[src/rtl/rf_write_arbiter.sv]
// Arbitrates the register-file write port between the WB stage and a queued
// multi-cycle result stream, with a starvation timer that forces one MC write.
module rf_write_arbiter #(
  parameter int DEPTH    = 4,
  parameter int MAX_WAIT = 8
) (
  input  logic        clk,
  input  logic        reset,
  input  logic        wb_we,
  input  logic [4:0]  wb_rd,
  input  logic [31:0] wb_data,
  input  logic        mc_valid,
  output logic        mc_ready,
  input  logic [4:0]  mc_rd,
  input  logic [31:0] mc_data,
  output logic        stall_wb,
  input  logic [4:0]  rs1,
  input  logic [4:0]  rs2,
  output logic        pend_hit1,
  output logic        pend_hit2,
  output logic        rf_we,
  output logic [4:0]  rf_waddr,
  output logic [31:0] rf_wdata
);

  localparam int AW = $clog2(DEPTH);
  localparam int CW = (MAX_WAIT > 1) ? $clog2(MAX_WAIT) : 1;

  typedef enum logic [1:0] {ST_IDLE, ST_WAIT, ST_FORCE} state_t;

  state_t        state_reg, state_next;
  logic [AW:0]   wr_ptr_reg, rd_ptr_reg;
  logic [CW-1:0] wait_cnt_reg, wait_cnt_next;
  logic [4:0]    mem_rd   [DEPTH];
  logic [31:0]   mem_data [DEPTH];

  logic [AW:0]   count, count_next;
  logic          fifo_empty, fifo_full;
  logic          push, pop;
  logic [4:0]    head_rd;
  logic [31:0]   head_data;
  logic [DEPTH-1:0] entry_valid, hit1, hit2;

  assign count      = wr_ptr_reg - rd_ptr_reg;
  assign fifo_empty = (wr_ptr_reg == rd_ptr_reg);
  assign fifo_full  = (wr_ptr_reg[AW] != rd_ptr_reg[AW]) &&
                      (wr_ptr_reg[AW-1:0] == rd_ptr_reg[AW-1:0]);
  assign mc_ready   = !fifo_full;
  // Writes to x0 are architecturally dead, so they are acknowledged but dropped.
  assign push       = mc_valid && !fifo_full && (mc_rd != 5'd0);
  assign head_rd    = mem_rd[rd_ptr_reg[AW-1:0]];
  assign head_data  = mem_data[rd_ptr_reg[AW-1:0]];

  // Slot gi is occupied when its distance from the read pointer is below the fill level.
  generate
    for (genvar gi = 0; gi < DEPTH; gi++) begin : g_slot
      logic [AW-1:0] offset;
      assign offset          = AW'(gi) - rd_ptr_reg[AW-1:0];
      assign entry_valid[gi] = ({1'b0, offset} < count);
      assign hit1[gi]        = entry_valid[gi] && (mem_rd[gi] == rs1);
      assign hit2[gi]        = entry_valid[gi] && (mem_rd[gi] == rs2);
    end
  endgenerate

  assign pend_hit1 = (|hit1) && (rs1 != 5'd0);
  assign pend_hit2 = (|hit2) && (rs2 != 5'd0);

  always_comb begin
    stall_wb = 1'b0;
    rf_we    = 1'b0;
    rf_waddr = 5'd0;
    rf_wdata = 32'd0;
    pop      = 1'b0;
    if (state_reg == ST_FORCE) begin
      stall_wb = 1'b1;
      rf_we    = 1'b1;
      rf_waddr = head_rd;
      rf_wdata = head_data;
      pop      = 1'b1;
    end else if (wb_we && (wb_rd != 5'd0)) begin
      rf_we    = 1'b1;
      rf_waddr = wb_rd;
      rf_wdata = wb_data;
    end else if (!fifo_empty) begin
      rf_we    = 1'b1;
      rf_waddr = head_rd;
      rf_wdata = head_data;
      pop      = 1'b1;
    end
  end

  always_comb begin
    count_next    = count + (AW+1)'(push) - (AW+1)'(pop);
    wait_cnt_next = '0;
    state_next    = (count_next != '0) ? ST_WAIT : ST_IDLE;
    if (state_reg == ST_WAIT && !pop) begin
      if (wait_cnt_reg == CW'(MAX_WAIT - 1)) begin
        state_next = ST_FORCE;
      end else begin
        wait_cnt_next = wait_cnt_reg + CW'(1);
      end
    end
  end

  always_ff @(posedge clk or posedge reset) begin
    if (reset) begin
      state_reg    <= ST_IDLE;
      wr_ptr_reg   <= '0;
      rd_ptr_reg   <= '0;
      wait_cnt_reg <= '0;
    end else begin
      state_reg    <= state_next;
      wr_ptr_reg   <= wr_ptr_reg + (AW+1)'(push);
      rd_ptr_reg   <= rd_ptr_reg + (AW+1)'(pop);
      wait_cnt_reg <= wait_cnt_next;
    end
  end

  // Storage needs no reset: occupancy is defined solely by the pointers.
  always_ff @(posedge clk) begin
    if (push) begin
      mem_rd[wr_ptr_reg[AW-1:0]]   <= mc_rd;
      mem_data[wr_ptr_reg[AW-1:0]] <= mc_data;
    end
  end

endmodule
[config.mk]
export PLATFORM = sky130hd
export DESIGN_NAME = rf_write_arbiter
export DESIGN_NICKNAME = d
export VERILOG_FILES = /design/src/rtl/rf_write_arbiter.sv
export SDC_FILE = /design/constraint.sdc
export NUM_CORES = 1
export LEC_CHECK = 0
export ABC_CLOCK_PERIOD_IN_PS = 5600
export CAP_MARGIN = 20
export CORE_MARGIN = 4
export CORE_UTILIZATION = 29
export CTS_BUF_LIST = sky130_fd_sc_hd__clkbuf_2
export DETAILED_ROUTE_END_ITERATION = 16
export SYNTH_ARGS = -nofsm -noshare
export SYNTH_HDL_FRONTEND = slang
export SYNTH_SLANG_ARGS = --single-unit
[constraint.sdc]
create_clock -name clk -period 5.6 [get_ports clk]
set_input_delay 1.12 -clock clk [delete_from_list [all_inputs] [get_ports clk]]
set_output_delay 1.12 -clock clk [all_outputs]
set_load 0.01 [all_outputs]
* Word level (Yosys, flattened, before mapping)
Memories as Yosys holds them, arrays and structs flattened.
Index checks and enable logic that the tools add are counted.
** Operators by class
- Reductions and logical operators :: 24
- Equality and inequality tests :: 14
- Muxes and demuxes :: 19
- $add $sub $neg :: 10
- Magnitude comparators :: 4
** Operators by type and width (count)
- $mux W32 :: 3
- $eq A5 B5 Y1 :: 8
- $reduce_bool A5 Y1 :: 4
- $logic_and A1 B1 Y1 :: 15
- $mux W5 :: 3
- $lt A2 B3 Y1 :: 4
- $add A3 B1 Y3 :: 3
- $mux W1 :: 9
- $reduce_or A4 Y1 :: 2
- $mux W3 :: 2
- $mux W2 :: 2
- $sub A1 B2 Y2 const A :: 2
- $sub A2 B2 Y2 const A :: 2
- $add A3 B1 Y3 const B :: 1
- $eq A3 B3 Y1 :: 1
- $eq A3 B3 Y1 const B :: 1
- $reduce_bool A3 Y1 :: 1
- $sub A3 B1 Y3 :: 1
- $sub A3 B3 Y3 :: 1
- $eq A2 B1 Y1 const B :: 1
- $eq A2 B2 Y1 :: 1
- $eq A2 B2 Y1 const B :: 1
- $logic_not A1 Y1 :: 2
- $ne A1 B1 Y1 :: 1
** Word-level totals
- Output and inout bits :: 42
- Word-level logic and storage cells :: 77
- RAM bits :: 148
- Flip-flop bits (word level) :: 11
- Input port bits :: 88
- Memories kept :: 2
** Memory list
- mem_data :: words 4, width 32, read ports 1, clocked after memory_dff 0, write ports 1, line 35 : logic [31:0] mem_data [DEPTH];
- mem_rd :: words 4, width 5, read ports 5, clocked after memory_dff 0, write ports 1, line 34 : logic [4:0] mem_rd [DEPTH];

* Depth between registers and ports, before layout
- Word-level depth :: 11
- Mapped depth :: 14
- Gate-level depth less buffers :: 12

* Worst setup path after synthesis
OpenSTA, ideal clock, no wires.
- Path kind :: register to register
- Start point :: reg rd_ptr_reg[1]
- End point :: mem mem_data[0][0] (enable)
- Required time :: 5.123 ns
- Buffers on the path :: 1
- Slack :: 1.084 ns
- Period minus slack after synthesis :: 4.516 ns
- Arrival time :: 4.039 ns
- Cell stages (with the launch flop) :: 7
- Library setup time :: 0.477 ns
- Cell sequence :: dfrtp_1 -> clkbuf_1 -> inv_1 -> ha_1 -> nand3b_1 -> nand3_1 -> nor3_1
** Between the ends
- Word-level cells in the longest chain between the ends :: 7
** Ends and longest elaborated chain
- from (decl) :: line 32 : logic [AW:0] wr_ptr_reg, rd_ptr_reg;
- from (signal assigned) :: line 114 : rd_ptr_reg <= rd_ptr_reg + (AW+1)'(pop);
- $eq A2 B2 Y1 :: line 47 : (wr_ptr_reg[AW-1:0] == rd_ptr_reg[AW-1:0]);
- $logic_and A1 B1 Y1 :: line 46 : assign fifo_full = (wr_ptr_reg[AW] != rd_ptr_reg[AW]) &&
- $logic_not A1 Y1
- net mc_ready :: line 13 : output logic mc_ready,
- $logic_and A1 B1 Y1 (2 in a row) :: line 50 : assign push = mc_valid && !fifo_full && (mc_rd != 5'd0);
- $mux W1 :: line 121 : if (push) begin
- $mux W1 (not written as such) :: line 123 : mem_data[wr_ptr_reg[AW-1:0]] <= mc_data;
- to (decl) :: line 35
The timed path passes the listed nets, and every way through them passes these cells.

* Worst setup path after layout
- Start point :: reg wr_ptr_reg[0]
- End point :: out pend_hit2
** Between the ends
- Word-level cells in the longest chain between the ends :: 5
- Elaborated cells on any way between the ends :: 11
- Those cells by class :: 1 x add/sub; 4 x order compare; 6 x reduce/logical
** Ends and longest elaborated chain
- from (decl) :: line 32
- from (signal assigned) :: line 113 : wr_ptr_reg <= wr_ptr_reg + (AW+1)'(push);
- $sub A3 B3 Y3 * :: line 44 : assign count = wr_ptr_reg - rd_ptr_reg;
- $lt A2 B3 Y1 :: line 59 : assign entry_valid[gi] = ({1'b0, offset} < count);
- $logic_and A1 B1 Y1 :: line 61 : assign hit2[gi] = entry_valid[gi] && (mem_rd[gi] == rs2);
- $reduce_or A4 Y1 * :: line 66 : assign pend_hit2 = (|hit2) && (rs2 != 5'd0);
- $logic_and A1 B1 Y1 * :: line 66
- to (decl) :: line 20 : output logic pend_hit2,
Mark *: on every way between the ends. The rest lies on a longest branch, timed or not.

==> impl_metrics.env <==
export IMPL_outcome="completed"
export IMPL_ant_nets=0
export IMPL_setup_worst_path_start="wr_ptr_reg[0]"
export IMPL_hold_viol=0
export IMPL_first_iter_violations=158
export IMPL_power_density_nw_per_um2=476
export IMPL_p_leak_nw=3.08
export IMPL_viasPerCell=4.62
export IMPL_largest_register_ffs=128
export IMPL_cts_max_path_buffers=2
export IMPL_synth_edff_count=148
export IMPL_vias=3966
export IMPL_dp_hpwl_um=10500
export IMPL_synth_area_um2=7090
export IMPL_die_area_um2=27000
export IMPL_async_reset_ff_share_pct=6.92
export IMPL_cp_max_fo=5
export IMPL_fin_skew_ns=0.0269
export IMPL_finalCriticalPeriod_ns=5.16
export IMPL_slowest_delay_ns=0.57
export IMPL_cts_setup_buffers=0
export IMPL_place_ws_ns=0.761
export IMPL_p_total_mw=4.31
export IMPL_dr_pass1_iters=4
export IMPL_area_growth_pct=27.6
export IMPL_timing_fmax_ghz=0.194
export IMPL_final_cell_mix="edfxtp_1, clkdlybuf4s50_1, mux4_2, a22o_1, xor2_1"
export IMPL_hold_path_class="reg2reg"
export IMPL_clk_pin_slew_ns=0.22
export IMPL_ioPinCount=130
export IMPL_stdcell_area_um2=9050
export IMPL_clk_latency_ns=0.66
export IMPL_crit_type="reg2out"
export IMPL_yosys_top_cells_area="edfxtp_1, mux4_2, a22o_1"
export IMPL_nNetsFinal=631
export IMPL_globalRouteTotalUtil_pct=12.1
export IMPL_slew_headroom_pct=44.4
export IMPL_vdd_drop_max_uv=260
export IMPL_wl_met1_um=6860
export IMPL_rows=56
export IMPL_htree_levels=4
export IMPL_crit_arrival_ns=4.04
export IMPL_cts_buffers_inserted=17
export IMPL_end_kind="output port"
export IMPL_synth_fp_nets=499
export IMPL_tns_ns=0
export IMPL_ctsResizeCount=0
export IMPL_synth_seq_area_share_pct=66.6
export IMPL_setup_slack_ns=0.443
export IMPL_reg2reg_from="wr_ptr_reg[0]"
export IMPL_synth_seq_cells=159
export IMPL_postCtsHoldBufs=0
export IMPL_grt_pass1_wl_um=24600
export IMPL_start_util_pct=29.8
export IMPL_die_h_um=164
export IMPL_wl_met3_um=650
export IMPL_final_common_cell="edfxtp_1"
export IMPL_yosys_warnings=0
export IMPL_routed_top_layer="met5"
export IMPL_path_cells="inv_1, ha_1, inv_1, fa_1, inv_1, ha_1, nand2b_1, a21oi_1, nor4_1, a31oi_1, a21oi_1, clkdlybuf4s50_1"
export IMPL_wl_met2_um=8030
export IMPL_worst_slew_pin_slew_ns=0.834
export IMPL_finalMaxSlewViolations=0
export IMPL_worstPathRequired_ns=4.48
export IMPL_startpoint_type="register"
export IMPL_setup_viol=0
export IMPL_gp_congestion=0.752
export IMPL_fin_crit_sh_pct=92.1
export IMPL_dpl_cell_area_um2=8700
export IMPL_grt_pass1_vias=4426
export IMPL_coreArea_um2=23800
export IMPL_wl_um=15700
export IMPL_cts_tree="done"
export IMPL_ys_types=33
export IMPL_rsz0062_at_grt="no"
export IMPL_diodes=0
export IMPL_syn_inst=394
export IMPL_synth_area_leader_cell="edfxtp_1"
export IMPL_fin_util_pct=38.1
export IMPL_crit_path_frequent_cell="inv_1"
export IMPL_antenna_found_initial=1
export IMPL_port_buffers=129
export IMPL_wire_per_inst_um=18.4
export IMPL_path_delay_family="adder cells"
export IMPL_hold_start="wait_cnt_reg[0]"
export IMPL_cts_root_buffer="clkbuf_2"
export IMPL_yosysTopAreaCellShare_pct=62.7
export IMPL_crit_slowest_cell="fa_1"
export IMPL_grt_overflow=0
export IMPL_drc=0
export IMPL_path_buf_inv=4
export IMPL_drive_above_1_share_pct=16.3
export IMPL_synth_avg_cell_area_um2=18.0
export IMPL_ys_flop_type="edfxtp_1"
export IMPL_die_w_um=164
export IMPL_grt_max_degree=41
export IMPL_max_cap_violations=0
export IMPL_clock_sinks=159
==> worst reg2reg max path, cell delays in order, from the launching register on <==
cell	delay, ns
dfrtp_1	0.49
inv_1	0.11
ha_1	0.35
nand3_1	0.17
a21o_4	0.45
ha_1	0.32
inv_1	0.06
ha_1	0.13
inv_1	0.05
fa_1	0.37
xor2_1	0.18
xnor2_1	0.13
a31oi_1	0.18
==> report_power, final <==
part | switching, mW | internal (mW)
sequential | 0.100 | 1.60
clock | 0.411 | 0.303
combinational | 0.941 | 0.954
total | 1.45 | 2.86
==> synth_stat cells, types with 6 or more instances <==
master / n
edfxtp_1: 148
nand3_1: 6
inv_1: 17
clkbuf_1: 11
a22o_1: 37
mux4_2: 37
xnor2_1: 22
ha_1: 15
dfrtp_1: 11
a21oi_1: 7
nor4_1: 8
xor2_1: 24
==> through the flow <==
stage / hold slack, ns / cells
after floorplan: 0.415 / 394
after global placement: 0.426 / 824
after detailed placement: 0.446 / 824
after CTS: 0.472 / 856
after global routing: 0.517 / 858
final: 0.463 / 858
==> logic make-up after synthesis <==
| family | Yosys count | share of synthesized area, % |
|---|---|---|
| AO/OA/AOI/OAI | 51 | 5.95 |
| XOR/XNOR | 47 | 6.00 |
| adder cells (fa/ha/maj) | 17 | 3.21 |
| buffers and inverters | 42 | 3.19 |
| flip-flops | 159 | 66.6 |
| multiplexers | 37 | 11.8 |
| AND/OR/NAND/NOR | 41 | 3.30 |
==> routing by layer <==
layer  vias to the layer above  GRT usage [%]
li1                       1834              -
met1                      2024           15.1
met2                        91           20.9
met3                        15           3.21
met4                         2           3.09
met5                         -              0
==> path summary, 6_finish.rpt <==
kind / endpoint / slack (ns) / cells past startpoint
setup / recovery: pend_hit2 / 0.44 / 12
hold reg to reg: wait_cnt_reg[0] / 0.46 / 1
max in group asynchronous: rd_ptr_reg[0] / 4.55 / 2
setup reg to reg: state_reg[0] / 2.58 / 12
hold / removal: wait_cnt_reg[0] / 0.46 / 1
min in group asynchronous: state_reg[1] / 0.72 / 2
==> layout make-up <==
| type | count | area [um2] |
|---|---|---|
| clock buffer | 17 | 85.1 |
| clock inverter | 15 | 206 |
| fill | 2198 | 14700 |
| inverter | 17 | 63.8 |
| multi-input combinational | 193 | 2160 |
| sequential | 159 | 4720 |
| tap | 319 | 399 |
| timing repair buffer | 138 | 1410 |
Note: power is estimated with default switching activity, not from simulation.
